<file path="src/rtl/seg_scan_capture.sv">
// rtl/seg_scan_capture.sv - seven-segment scan bus read-back with glitch filter and frame reassembly
// Optional scan stall detector is compiled in when SEG_SCAN_TIMEOUT_EN is defined.
module seg_scan_capture #(
    parameter int STABLE_CNT     = 4,
    parameter int TIMEOUT_CYCLES = 2000000
) (
    input  logic       uclock,
    input  logic       reset,
    input  logic [3:0] AN,
    input  logic [6:0] LED,
    output logic [3:0] digit0,
    output logic [3:0] digit1,
    output logic [3:0] digit2,
    output logic [3:0] digit3,
    output logic       frame_valid,
    output logic       seg_err,
    output logic       an_err
`ifdef SEG_SCAN_TIMEOUT_EN
    ,
    output logic       scan_stall
`endif
);

    typedef enum logic {COLLECT, COMMIT} state_t;

    localparam logic [3:0] STABLE = 4'(STABLE_CNT);

    state_t          state_q, state_d;
    logic [3:0]      an_s1_q, an_s1_d, an_s2_q, an_s2_d;
    logic [6:0]      led_s1_q, led_s1_d, led_s2_q, led_s2_d;
    logic [3:0]      cnt_q, cnt_d;
    logic [3:0]      seen_q, seen_d;
    logic [3:0][3:0] shadow_q, shadow_d;
    logic            sh_seg_err_q, sh_seg_err_d;
    logic            sh_an_err_q, sh_an_err_d;
    logic [3:0][3:0] digit_q, digit_d;
    logic            frame_valid_q, frame_valid_d;
    logic            seg_err_q, seg_err_d;
    logic            an_err_q, an_err_d;
    logic            same, accept, commit;
    logic [3:0]      an_low;
    logic [4:0]      dec;

    // Returns {undecodable, digit}; blank maps to F without flagging an error.
    function automatic logic [4:0] decode(input logic [6:0] p);
        case (p)
            7'h40:   decode = 5'h00;
            7'h79:   decode = 5'h01;
            7'h24:   decode = 5'h02;
            7'h30:   decode = 5'h03;
            7'h19:   decode = 5'h04;
            7'h12:   decode = 5'h05;
            7'h02:   decode = 5'h06;
            7'h78:   decode = 5'h07;
            7'h00:   decode = 5'h08;
            7'h10:   decode = 5'h09;
            7'h7F:   decode = 5'h0F;
            default: decode = 5'h1E;
        endcase
    endfunction

    always_comb begin
        an_s1_d  = AN;
        an_s2_d  = an_s1_q;
        led_s1_d = LED;
        led_s2_d = led_s1_q;

        // The counter advances on the same edge the synchronized value updates,
        // so a pattern is accepted on its STABLE_CNT-th synchronized cycle.
        same   = (an_s1_q == an_s2_q) && (led_s1_q == led_s2_q);
        accept = same && (cnt_q == STABLE - 4'd1);
        if (!same)
            cnt_d = 4'd1;
        else if (cnt_q == STABLE)
            cnt_d = cnt_q;
        else
            cnt_d = cnt_q + 4'd1;

        commit = (state_q == COLLECT) && (seen_q == 4'hF);
        an_low = ~an_s2_q;
        dec    = decode(led_s2_q);

        // An accept landing on the commit edge belongs to the next frame.
        seen_d       = commit ? 4'h0 : seen_q;
        sh_seg_err_d = commit ? 1'b0 : sh_seg_err_q;
        sh_an_err_d  = commit ? 1'b0 : sh_an_err_q;
        shadow_d     = shadow_q;
        if (accept && (an_low != 4'h0)) begin
            if ((an_low & (an_low - 4'd1)) == 4'h0) begin
                for (int i = 0; i < 4; i++) begin
                    if (an_low[i]) begin
                        shadow_d[i] = dec[3:0];
                        seen_d[i]   = 1'b1;
                    end
                end
                sh_seg_err_d = sh_seg_err_d | dec[4];
            end else begin
                sh_an_err_d = 1'b1;
            end
        end

        digit_d       = commit ? shadow_q : digit_q;
        seg_err_d     = commit ? sh_seg_err_q : seg_err_q;
        an_err_d      = commit ? sh_an_err_q : an_err_q;
        frame_valid_d = commit;
        state_d       = commit ? COMMIT : COLLECT;
    end

    always_ff @(posedge uclock or posedge reset) begin
        if (reset) begin
            state_q       <= COLLECT;
            an_s1_q       <= '1;
            an_s2_q       <= '1;
            led_s1_q      <= '1;
            led_s2_q      <= '1;
            cnt_q         <= '0;
            seen_q        <= '0;
            shadow_q      <= '1;
            sh_seg_err_q  <= 1'b0;
            sh_an_err_q   <= 1'b0;
            digit_q       <= '1;
            frame_valid_q <= 1'b0;
            seg_err_q     <= 1'b0;
            an_err_q      <= 1'b0;
        end else begin
            state_q       <= state_d;
            an_s1_q       <= an_s1_d;
            an_s2_q       <= an_s2_d;
            led_s1_q      <= led_s1_d;
            led_s2_q      <= led_s2_d;
            cnt_q         <= cnt_d;
            seen_q        <= seen_d;
            shadow_q      <= shadow_d;
            sh_seg_err_q  <= sh_seg_err_d;
            sh_an_err_q   <= sh_an_err_d;
            digit_q       <= digit_d;
            frame_valid_q <= frame_valid_d;
            seg_err_q     <= seg_err_d;
            an_err_q      <= an_err_d;
        end
    end

    assign digit0      = digit_q[0];
    assign digit1      = digit_q[1];
    assign digit2      = digit_q[2];
    assign digit3      = digit_q[3];
    assign frame_valid = frame_valid_q;
    assign seg_err     = seg_err_q;
    assign an_err      = an_err_q;

`ifdef SEG_SCAN_TIMEOUT_EN
    localparam int            TW   = $clog2(TIMEOUT_CYCLES + 1);
    localparam logic [TW-1:0] TMAX = TW'(TIMEOUT_CYCLES);

    logic [TW-1:0] to_cnt_q, to_cnt_d;
    logic          scan_stall_q, scan_stall_d;

    // Cleared on the commit edge so scan_stall drops together with frame_valid rising.
    always_comb begin
        if (commit)
            to_cnt_d = '0;
        else if (to_cnt_q == TMAX)
            to_cnt_d = to_cnt_q;
        else
            to_cnt_d = to_cnt_q + 1'b1;
        if (commit)
            scan_stall_d = 1'b0;
        else if (to_cnt_d == TMAX)
            scan_stall_d = 1'b1;
        else
            scan_stall_d = scan_stall_q;
    end

    always_ff @(posedge uclock or posedge reset) begin
        if (reset) begin
            to_cnt_q     <= '0;
            scan_stall_q <= 1'b0;
        end else begin
            to_cnt_q     <= to_cnt_d;
            scan_stall_q <= scan_stall_d;
        end
    end

    assign scan_stall = scan_stall_q;
`else
    logic cfg_unused;
    assign cfg_unused = ^TIMEOUT_CYCLES;
`endif

endmodule

</file>
<file path="config.mk">
export PLATFORM = sky130hd
export DESIGN_NAME = seg_scan_capture
export DESIGN_NICKNAME = d
export VERILOG_FILES = /design/src/rtl/seg_scan_capture.sv
export SDC_FILE = /design/constraint.sdc
export NUM_CORES = 1
export LEC_CHECK = 0
export ABC_CLOCK_PERIOD_IN_PS = 5780
export BUFFER_PORTS_ARGS = -buffer_cell sky130_fd_sc_hd__clkbuf_2
export CAP_MARGIN = 25
export CORE_MARGIN = 2
export CORE_UTILIZATION = 60
export CTS_BUF_LIST = sky130_fd_sc_hd__clkbuf_2 sky130_fd_sc_hd__clkbuf_4 sky130_fd_sc_hd__clkbuf_8
export DETAILED_ROUTE_END_ITERATION = 6
export HOLD_SLACK_MARGIN = 0.06
export PLACE_DENSITY = 0.8
export SYNTH_ARGS = -nofsm -noshare
export SYNTH_HDL_FRONTEND = slang
export SYNTH_SLANG_ARGS = --single-unit
</file>
<file path="constraint.sdc">
create_clock -name uclock -period 5.78 [get_ports uclock]
set_input_delay 0.578 -clock uclock [delete_from_list [all_inputs] [get_ports uclock]]
set_output_delay 0.578 -clock uclock [all_outputs]
set_load 0.005 [all_outputs]
</file>
## After elaboration in Yosys (flattened, before gate mapping)

Cells that the tools add are included.

| storage, ports and cells | value |
|---|---|
| register bits after elaboration | 68 |
| bits in latches | 0 |
| memory bits (writable) | 0 |
| memory bits (read-only) | 0 |
| input port bits | 13 |
| output and inout bits | 19 |
| word-level logic and storage cells | 70 |
| memories kept | 0 |

| operators by class | value |
|---|---|
| add/sub/neg operators | 2 |
| multipliers | 0 |
| divide/modulo/power cells | 0 |
| magnitude comparators | 0 |
| eq/ne operators | 16 |
| shift operators | 0 |
| mux-type cells | 17 |
| bitwise logic cells | 4 |
| reductions and logical operators | 11 |

Operators by type and width:

| operator | count |
|---|---|
| one-hot mux 5 bit (11 select lines) | 1 |
| equality test 7 bit, second input constant | 4 |
| equality test 7 x 5 -> 1 bit, second input constant | 3 |
| two-way mux 4 bit | 5 |
| equality test 7 x 6 -> 1 bit, second input constant | 2 |
| AND reduction 3 bit | 4 |
| two-way mux 1 bit | 11 |
| equality test 7 x 2 -> 1 bit, second input constant | 1 |
| equality test 7 bit | 1 |
| logical NOT 7 bit | 1 |
| adder 4 x 1 -> 4 bit, second input constant | 1 |
| AND 4 bit | 1 |
| equality test 4 x 2 -> 1 bit, second input constant | 1 |
| equality test 4 x 3 -> 1 bit, second input constant | 1 |
| equality test 4 bit | 1 |
| equality test 4 bit, second input constant | 1 |
| logical AND 1 bit | 4 |
| logical NOT 4 bit | 1 |
| NOT 4 bit | 1 |
| nonzero test 4 bit | 1 |
| subtractor 4 x 1 -> 4 bit, second input constant | 1 |
| inequality test 2 bit, second input constant | 1 |
| NOT 1 bit | 1 |
| OR 1 bit | 1 |

## Logic depth before layout (Yosys ltp)

| depth | value |
|---|---|
| depth in word-level cells | 6 |
| mapped depth | 7 |
| gate-level depth less buffers | 6 |

## Worst setup path after synthesis

No wires, ideal clock.

| path | value |
|---|---|
| path kind | flip-flop to flip-flop |
| from | register led_s2_q[2] |
| to | register shadow_q[1] (netlist name) |
| setup time | 0.082 ns |
| arrival time | 2.003 ns |
| data required time | 5.698 ns |
| path slack | 3.695 ns |
| stages on the path, launching flop included | 7 |
| buffers on the path | 1 |
| clock period less this slack | 2.085 ns |
| cell sequence | dfstp_2 > clkbuf_1 > xor2_1 > nor4_1 > nand4_2 > nor3_4 > mux2_2 |

| on the way | value |
|---|---|
| longest elaborated chain between the ends | 5 |
| elaborated cells between the ends (all ways) | 17 |
| classes of those cells | 11 x eq/ne; 1 x mux; 5 x reduce/logical |

RTL lines:

| element | RTL line | source |
|---|---|---|
| start: declaration | 30 | `logic [6:0] led_s1_q, led_s1_d, led_s2_q, led_s2_d;` |
| start signal: assignment | 130 | `led_s2_q <= led_s2_d;` |
| equality test 7 bit | 70 | `same = (an_s1_q == an_s2_q) && (led_s1_q == led_s2_q);` |
| logical AND 1 bit | 70 |  |
| logical AND 1 bit | 71 | `accept = same && (cnt_q == STABLE - 4'd1);` |
| logical AND 1 bit | 88 | `if (accept && (an_low != 4'h0)) begin` |
| AND reduction 3 bit (no source line) | -- |  |
| end signal: assignment | 133 | `shadow_q <= shadow_d;` |
| end: declaration | 33 | `logic [3:0][3:0] shadow_q, shadow_d;` |

Several ways; a longest one is shown, not always the timed one.
A chain may end at the register's enable or synchronous reset.

## Worst setup path after layout

| path | value |
|---|---|
| from | register an_s2_q[0] |
| to | register shadow_q[11] (netlist name) |

| on the way | value |
|---|---|
| longest elaborated chain between the ends | 5 |
| elaborated cells between the ends (all ways) | 10 |
| classes of those cells | 1 x add/sub; 1 x eq/ne; 2 x bitwise; 6 x reduce/logical |

RTL lines:

| element | RTL line | source |
|---|---|---|
| start: declaration | 29 | `logic [3:0] an_s1_q, an_s1_d, an_s2_q, an_s2_d;` |
| start signal: assignment | 128 | `an_s2_q <= an_s2_d;` |
| NOT 4 bit or equality test 4 bit (tied branches) | 80, 70 |  |
| subtractor 4 x 1 -> 4 bit or logical AND 1 bit (tied branches) | 89, 70 |  |
| AND 4 bit or logical AND 1 bit (tied branches) | 89, 71 |  |
| logical NOT 4 bit or logical AND 1 bit (tied branches) | 89, 88 |  |
| AND reduction 3 bit (no source line) * | -- |  |

Mark *: on every way between the ends. The rest lies on a longest branch, timed or not.

==> results by group <==
Pwr
  • Cell internal pwr: slightly above 0.7 mW
  • Pwr Total: 0.911 mW
  • Combinational share of power: 3.8%
  • Switch Pwr: between 0.2 and 0.25 mW
  • VDD IR max: 0.292 mV
  • Pleak: 1.49 nW
  • PD cells: between 200 and 300 nW/um^2
  • Seq pwr share: 54.5%
  • Switching Share: ~23%
  • Clock network power share: 41.7%

CTS
  • Postcts setup bufs: 0
  • Root Buffer: clkbuf_8
  • Number of H-tree levels: 3
  • Clock Latency Late Sink: approximately 0.34 ns
  • Max clock buf depth: 2
  • Worst-path clk slew: 0.07 ns
  • Num CTS Buffers: 9
  • Sink Count: 67
  • CTS tree: yes
  • CTS Hold Bufs: 0
  • Post-CTS resize count: 0

Finish
  • Largest register FFs: 16
  • Share of cells above drive strength 1: 44.0%
  • Area of the multi-input gates: ~1000 sq um
  • Layout Nets: 287
  • Final Non-Filler Cells: 329
  • Regs by FF count: shadow_q: 16 flops, led_s1_q: 7 flops, led_s2_q: 7 flops
  • Final instance area: around 3200 sq um
  • Syn-to-layout area delta: 13.1%
  • N_diodes: 0
  • Fill cells: 316
  • Top reg by flops: shadow_q
  • Register area: 1740 sq um
  • Post-layout util: a little over 70%

Floorplan
  • Rows: 24
  • IO Count: 32
  • Core area: 4440 sq um
  • Die width: approximately 73 um
  • Initial Util: 63.7%
  • Die Ht: ~73 um
  • Total die area: 5290 sq um

Route
  • Drt total wl: between 4000 and 5000 um
  • DRC Markers: 0
  • Overall via count from detail_route: 1813
  • Initial DRC count: 101
  • Vias per cell: 5.51
  • DRT Pass-1 Iters: 4
  • Drt wl/cell: 14.3 um
  • ANT nets after route: 0

Placed design
  • Dpl hpwl: 3170 um
  • Port bufs: 31
  • Final Wtd Congestion: 0.846
  • Placed instance count: 313
  • DP Area: 3010 sq um

Synthesis
  • Yosys warns: 0
  • Synth Register Bits: 67
  • Async set or reset register ratio after synthesis: 100%
  • Netlist cell types: 47
  • Post-synth top cells: 55 x nand2_1, 54 x dfstp_2, 13 x dfrtp_1, 12 x xor2_1
  • Mapped Area: 2830 sq um
  • Ys flop type: dfstp_2
  • Number of synthesized flops with an enable pin: 0
  • Proportion of netlist area held by the largest area contributor: 50.1%
  • Register area share after synthesis: approximately three fifths
  • Area leader, netlist: dfstp_2
  • Most common cell in the netlist: nand2_1
  • Synthesized area per cell: about 12 sq um
  • Mapped Nets: around 260
  • Ranking of synthesized cells by area: dfstp_2 50%, dfrtp_1 11%, nand2_1 7.3%, mux2_2 4.4%, xor2_1 3.7%
  • Mapped Cells: 242

Flow run
  • Max-cap violations: 0

Worst setup path
  • Max FO, Critical Path: 8
  • CP Class: flop to flop
  • Data required, critical path: 6.04 ns
  • Worst reg-to-reg path cell count: 5
  • Startpoint Class: flop
  • Crit path DAT: around 2.5 ns
  • Worst setup EP type: flop

STA
  • Fin. Hold Viols: 0
  • Final count of pins violating max slew: 0
  • RSZ-0062 raised after global routing: false
  • Setup Skew: 0.00829 ns
  • Period minus WS final: between 2 and 2.5 ns
  • Slew headroom: 44.4%
  • Worst-margin pin slew: between 0.8 and 0.9 ns
  • Fmax: approximately 450 MHz
  • Period utilization: 38.1%
  • Final number of setup-violating endpoints: 0
  • Setup TNS: 0 ns

Global routing
  • Largest net degree at the start of global routing: slightly below 70
  • Vias in the first global route: 1653
  • Total grt overflow: 0
  • GRT Util Overall: 20.6%
  • Antenna violations before repair: 0
  • Global-route wire length before repair: between 7000 and 8000 um

Hold path
  • Worst hold stages: 1
  • HP Class: input port to flop

Run status
  • Status: completed
## placed cells by master, fill, tap and decap left out, drive strengths merged, types with 4 or more instances in the layout
cell / synthesis / routed
nand2: 55 / 55
mux2: 16 / 16
inv: 5 / 6
dfrtp: 13 / 13
a21o: 5 / 5
nand3: 6 / 6
a21oi: 6 / 6
dfstp: 54 / 54
nor2: 8 / 8
clkbuf: 11 / 42
nor3: 5 / 5
nor4: 4 / 4
xor2: 12 / 12
nand4: 4 / 4
## area by class of cell
| cell class | instances | share of cell area [%] |
|---|---|---|
| flip-flops and latches | 67 | 54.5 |
| multi-input cells | 157 | 31.8 |
| repair buffers | 32 | 5.08 |
| clock buffers | 11 | 4.34 |
| well taps | 52 | 2.03 |
| clock inverters | 5 | 1.68 |
| inverters | 5 | 0.586 |
## power groups by stage
stage / combinational, mW / sequential (mW) / clock [mW]
2_1_floorplan: 0.0323 / 0.495 / 0
3_3_place_gp: 0.0349 / 0.503 / 0
3_5_place_dp: 0.0356 / 0.504 / 0
4_1_cts: 0.0357 / 0.496 / 0.389
5_1_grt: 0.0403 / 0.498 / 0.411
6_report: 0.0350 / 0.496 / 0.380
## worst max-delay path, cell delays in order (launching register included)
cell and delay [ns]:
dfstp_2 0.62, xor2_1 0.12, nor4_4 0.34, nand4_2 0.27, nor2_2 0.39, mux2_2 0.39
## kinds of logic after synthesis
| group | share of synthesized area, % |
|---|---|
| flip-flops | 61.6 |
| multiplexers | 6.71 |
| XOR/XNOR | 4.33 |
| AND/OR/NAND/NOR | 18.5 |
| AO/OA/AOI/OAI | 5.21 |
| adder cells (fa/ha/maj) | 1.24 |
| buffers and inverters | 2.43 |
## worst paths after layout
path	start	end	slack, ns
setup / recovery	an_s2_q[0]	shadow_q[11]	3.58
hold / removal	LED[2]	led_s1_q[2]	0.32
setup reg to reg	an_s2_q[0]	shadow_q[11]	3.58
hold reg to reg	led_s1_q[6]	led_s2_q[6]	0.37
max in group asynchronous	reset	sh_an_err_q	4.81
min in group asynchronous	reset	seen_q[0]	0.46
## layer usage
| metal | wire length [um] | vias up | GRT usage (%) | part of all wire [%] |
|---|---|---|---|---|
| met3 | 316 | 4 | 6.63 | 6.7 |
| met5 | 0 | - | 0 | 0 |
| met1 | 2290 | 869 | 31.8 | 48 |
| met4 | 44 | 0 | 7.41 | 0.93 |
| li1 | - | 883 | - | - |
| met2 | 2070 | 57 | 27.2 | 44 |
## through the flow
step / setup slack [ns] / hold slack (ns)
final: 3.58 / 0.316
after global routing: 3.44 / 0.300
after CTS: 3.56 / 0.303
after detailed placement: 3.60 / 0.363
after global placement: 3.68 / 0.363
after floorplan: 3.61 / 0.360
Power figures use the tool's default switching activity.
